<file path="config.mk">
export PLATFORM = sky130hd
export DESIGN_NAME = rr_arb_lock
export DESIGN_NICKNAME = d
export VERILOG_FILES = /design/src/rtl/rr_arb_lock.sv
export SDC_FILE = /design/constraint.sdc
export NUM_CORES = 1
export LEC_CHECK = 0
export ABC_AREA = 1
export BUFFER_PORTS_ARGS = -buffer_cell sky130_fd_sc_hd__buf_2
export CAP_MARGIN = 10
export CORE_AREA = 2 2 47 49
export DETAILED_ROUTE_END_ITERATION = 6
export DIE_AREA = 0 0 49 51
export GPL_TIMING_DRIVEN = 0
export PLACE_DENSITY = 0.73
export SKIP_CTS_REPAIR_TIMING = 1
export SYNTH_ARGS = -nofsm -noshare
export SYNTH_HDL_FRONTEND = slang
export SYNTH_SLANG_ARGS = --single-unit
</file>
<file path="constraint.sdc">
create_clock -name clk -period 3.25 [get_ports clk]
set_input_delay 0.4875 -clock clk [delete_from_list [all_inputs] [get_ports clk]]
set_output_delay 0.4875 -clock clk [all_outputs]
set_load 0.005 [all_outputs]
</file>
<file path="src/rtl/rr_arb_lock.sv">
// Round-robin arbiter with per-requester grant locking and a bounded hold count.
// The grant is combinational from req and state; priority rotates to the requester after the last winner.
module rr_arb_lock #(
    parameter int N        = 4,
    parameter int MAX_HOLD = 8,
    parameter int IDW      = $clog2(N)
) (
    input  logic           clk,
    input  logic           rst,
    input  logic [N-1:0]   req,
    input  logic [N-1:0]   lock,
    output logic [N-1:0]   gnt,
    output logic           gnt_valid,
    output logic [IDW-1:0] gnt_id,
    output logic           locked
);

    // With MAX_HOLD = 0 the counter only needs to saturate, so any width works.
    localparam int HW = (MAX_HOLD > 0) ? $clog2(MAX_HOLD + 1) : 8;

    logic [IDW-1:0] ptr_q, ptr_d;
    logic [IDW-1:0] owner_q, owner_d;
    logic           locked_q, locked_d;
    logic [HW-1:0]  holdCnt_q, holdCnt_d;

    logic           found;
    logic [IDW-1:0] winIdx;
    logic [IDW-1:0] cand;
    logic           ownerStays;
    logic [HW-1:0]  holdBase;
    logic           holdOk;

    always_comb begin
        found  = 1'b0;
        winIdx = '0;
        cand   = '0;
        if (locked_q && req[owner_q]) begin
            found  = 1'b1;
            winIdx = owner_q;
        end else begin
            for (int k = 0; k < N; k++) begin
                cand = IDW'((int'(ptr_q) + k) % N);
                if (!found && req[cand]) begin
                    found  = 1'b1;
                    winIdx = cand;
                end
            end
        end
        if (rst) begin
            found  = 1'b0;
            winIdx = '0;
        end
    end

    // A lock run only continues when the current owner is the one being re-granted;
    // any other winner (including after an abandoned lock) starts a fresh run.
    always_comb begin
        ptr_d      = ptr_q;
        owner_d    = owner_q;
        locked_d   = 1'b0;
        holdCnt_d  = '0;
        ownerStays = locked_q && (winIdx == owner_q);
        holdBase   = ownerStays ? holdCnt_q : '0;
        holdOk     = 1'b0;
        if (found) begin
            ptr_d  = (winIdx == IDW'(N - 1)) ? '0 : winIdx + 1'b1;
            holdOk = (MAX_HOLD == 0) || (int'(holdBase) + 1 < MAX_HOLD);
            if (lock[winIdx] && holdOk) begin
                locked_d  = 1'b1;
                owner_d   = winIdx;
                holdCnt_d = (&holdBase) ? holdBase : holdBase + 1'b1;
            end
        end
    end

    always_ff @(posedge clk or posedge rst) begin
        if (rst) begin
            ptr_q     <= '0;
            owner_q   <= '0;
            locked_q  <= 1'b0;
            holdCnt_q <= '0;
        end else begin
            ptr_q     <= ptr_d;
            owner_q   <= owner_d;
            locked_q  <= locked_d;
            holdCnt_q <= holdCnt_d;
        end
    end

    assign gnt       = found ? (N'(1) << winIdx) : '0;
    assign gnt_valid = found;
    assign gnt_id    = found ? winIdx : '0;
    assign locked    = locked_q;

endmodule

</file>
==> results.toml <==
[outcome]
outcome = "finished clean"

[placement]
io_buffers = 17
placed_area_um2 = 1139
hpwlAfterDp_um = 1735
gp_congestion = 0.8016

[critical_path]
reg2reg_from = "ptr_q[0]"
crit_arrival_ns = 2.29
ff2ff_setup_slack_ns = 0.58
critPathCaptureType = "output port"
crit_buf_inv = 5
worstReg2RegEnd = "owner_q[1]"
start_kind = "register"
cp_cell_sequence = "buf_6, inv_6, nand2_1, nand3_1, nand2_2, nor2_4, nand3_1, nand3_1, nand2_1, nand2_1, nand3b_2, inv_2, ha_1, inv_1, nor2_1, buf_2"
critPathKind = "register to output port"
path_depth = 16
crit_fanout = 10
crit_family = "simple AND/OR/NAND/NOR gates"
r2r_cells = 21
critical_path.max_stage_delay_ns = 0.37
required_ns = 2.76
crit_slowest_cell = "dfrtp_1"

[final_layout]
nets = 195
antenna_cells = 0
fill_cells = 225
multi_input_area_um2 = 656.9
register_area_um2 = 225.2
syn_to_final_growth_pct = 14.37
drive_above_1_share_pct = 26.26
fin_util_pct = 56.46
final_area_um2 = 1165

[pwr]
ir_worst_vdd_v = 0.0005168
switching_power_uw = 610.4
leakage_nw = 0.7035
internal_power_uw = 473.9
combPwrFrac_pct = 75.6
p_sw_share_pct = 56.30
seq_power_share_pct = 16.2
p_clk_share_pct = 8.1
power_density_nw_per_um2 = 930.9

[drt]
drtPass1Iterations = 4
wire_per_inst_um = 10.36
viasPerCell = 4.845
num_vias = 1003
wl_um = 2145
final_antenna_net_count = 0
drtIter0Drc = 25
drcViolationCount = 0

[yosys]
synth_fp_nets = 173
ys_top_cells_by_area = "dfrtp_1, nand2_1, inv_1, nand3_1, ha_1"
async_flop_share_pct = 100.0
synthCells = 158
synth.cell_area_um2 = 1018
synthTopCellsByCount = "nand2_1, inv_1, nand3_1"
yosys.area.top_type_share_pct = 22.11
synth_top_area_cell = "dfrtp_1"
ys_warn_count = 0
synthFlopType = "dfrtp_1"
synth_seq_cells = 9
synth_cell_types = 24
synth_enable_flop_cells = 0
synth.most_common_cell = "nand2_1"
synth_area_per_cell_um2 = 6.446
ys_seq_area_share_pct = 22.11

[floorplan]
coreArea_um2 = 2063
num_io_pins = 18
rows = 17
die_h_um = 51
die-area_um2 = 2499
die_w_um = 49
initial_core_util_pct = 49.36

[grt]
antenna_found_initial = 0
grt_pass1_wl_um = 3712
first_global_vias = 926
grt-ovfl-total = 0
grtUsageTotal_pct = 18.94
grt_max_degree = 14

[clocking]
cts_tree = "done"
clock_latency_ns = 0.26
cts-htree-levels = 1
root_buffer = "clkbuf_4"
path_clk_slew_ns = 0.06
cts_buffer_depth = 2
cts.sinks = 9
cts_buffers = 3

[timing]
slew_headroom_pct = 64.33
rsz0062_at_grt = "false"
min_period_over_period_pct = 85.41
skew_ns = 0.002655
drv_slew = 0
setup_viol = 0
hold_viol_final = 0
max_slew.worst_pin.slew_ns = 0.5344
fin_setup_tns_ns = 0
max_freq_mhz = 360.2
period_minus_slack_ns = 2.776

[min_path]
hp-class = "input port to async pin"

[run]
drv_cap = 0
-- power by group through the flow --
stage | combinational [mW] | sequential, mW | clock (mW)
floorplan | 0.653 | 0.172 | 0
global placement | 0.789 | 0.176 | 0
detailed placement | 0.822 | 0.177 | 0
CTS | 0.825 | 0.175 | 0.0933
global route | 0.936 | 0.180 | 0.0966
finish | 0.820 | 0.176 | 0.0884
-- worst max-delay path by stage --
| stage | start | to |
|---|---|---|
| finish | ptr_q[0] | gnt[3] |
| global route | ptr_q[0] | gnt[3] |
| CTS | ptr_q[0] | gnt[3] |
| detailed placement | req[1] | owner_q[1] |
| global placement | req[1] | owner_q[0] |
| floorplan | ptr_q[0] | owner_q[0] |
-- registers in the layout, summed over array words and instances, names as in the netlist --
signal / flops
holdCnt_q: 4
locked: 1
owner_q: 2
ptr_q: 2
-- cells in the final DEF, fill, tap and decap left out --
cell | Yosys | layout
dfrtp_1 | 9 | 9
nor2_4 | 4 | 4
o21ai_1 | 1 | 1
inv_6 | 1 | 1
nand2_1 | 52 | 52
nand3_2 | 2 | 2
nand4_4 | 1 | 1
inv_2 | 3 | 3
conb_1 | 1 | 1
o21ai_0 | 3 | 3
buf_2 | 0 | 17
ha_1 | 5 | 5
clkbuf_1 | 0 | 1
nor2_1 | 11 | 11
nand3_1 | 16 | 16
buf_6 | 1 | 1
a21oi_2 | 1 | 1
nand2_4 | 3 | 3
xnor2_1 | 1 | 1
nand3_4 | 1 | 1
nand4_1 | 1 | 1
nor3_4 | 1 | 1
clkbuf_4 | 0 | 3
nand3b_2 | 1 | 1
nand2_2 | 8 | 8
a21oi_1 | 3 | 3
inv_1 | 28 | 28
-- cell type report --
type	count	area share [%]
Clock buffer	4	2.256
Multi-Input combinational cell	116	56.39
Tap cell	28	3.008
Timing Repair Buffer	17	7.304
Inverter	32	10.74
Sequential cell	9	19.33
Buffer	1	0.9667
-- cell families (layout without fill, tap and decap cells) --
kind of cell               count (synthesis)  in the layout  synth area share (%)
and+or+nand+nor                          101            101                 52.83
buffers and inverters                     33             54                 13.39
DFF                                        9              9                 22.11
AOI/OAI and AO/OA                          8              8                 4.299
adders and majority gates                  5              5                 6.143
other                                      1              1                0.3682
xor gates and xnor gates                   1              1                0.8601
-- per-stage QoR --
| step | hold WS (ns) | setup WS, ns | std cells | power (mW) |
|---|---|---|---|---|
| after floorplan | 0.3790 | 0.9140 | 158 | 0.8250 |
| after global placement | 0.5353 | 0.5863 | 203 | 0.9652 |
| after detailed placement | 0.5458 | 0.4820 | 203 | 0.9994 |
| after CTS | 0.2558 | 0.4542 | 207 | 1.093 |
| after global routing | 0.2643 | 0.2200 | 207 | 1.213 |
| final | 0.2522 | 0.4741 | 207 | 1.084 |
-- worst reg2reg max path, cell delays in order (launching register included) --
cell,delay (ns)
dfrtp_1,0.37
buf_6,0.14
inv_6,0.09
nand2_2,0.07
nand2_4,0.09
nand2_1,0.08
inv_1,0.08
nor2_1,0.05
nand3_2,0.09
nand2_4,0.09
nor2_4,0.18
nand2_4,0.10
nand2_2,0.09
nand3_4,0.09
nor2_4,0.18
inv_1,0.08
nor2_1,0.14
ha_1,0.25
nand4_4,0.14
nand2_2,0.12
nand2_1,0.05
nand2_1,0.06
-- metal layers --
| layer | vias up | track usage (%) | part of all wire, % |
|---|---|---|---|
| met5 | - | 0 | 0 |
| met4 | 0 | 10.95 | 2.5 |
| met3 | 7 | 1.754 | 3.0 |
| met2 | 19 | 36.30 | 52 |
| met1 | 457 | 20.29 | 43 |
| li1 | 520 | - | - |
Note: power is estimated with default switching activity, not from simulation.
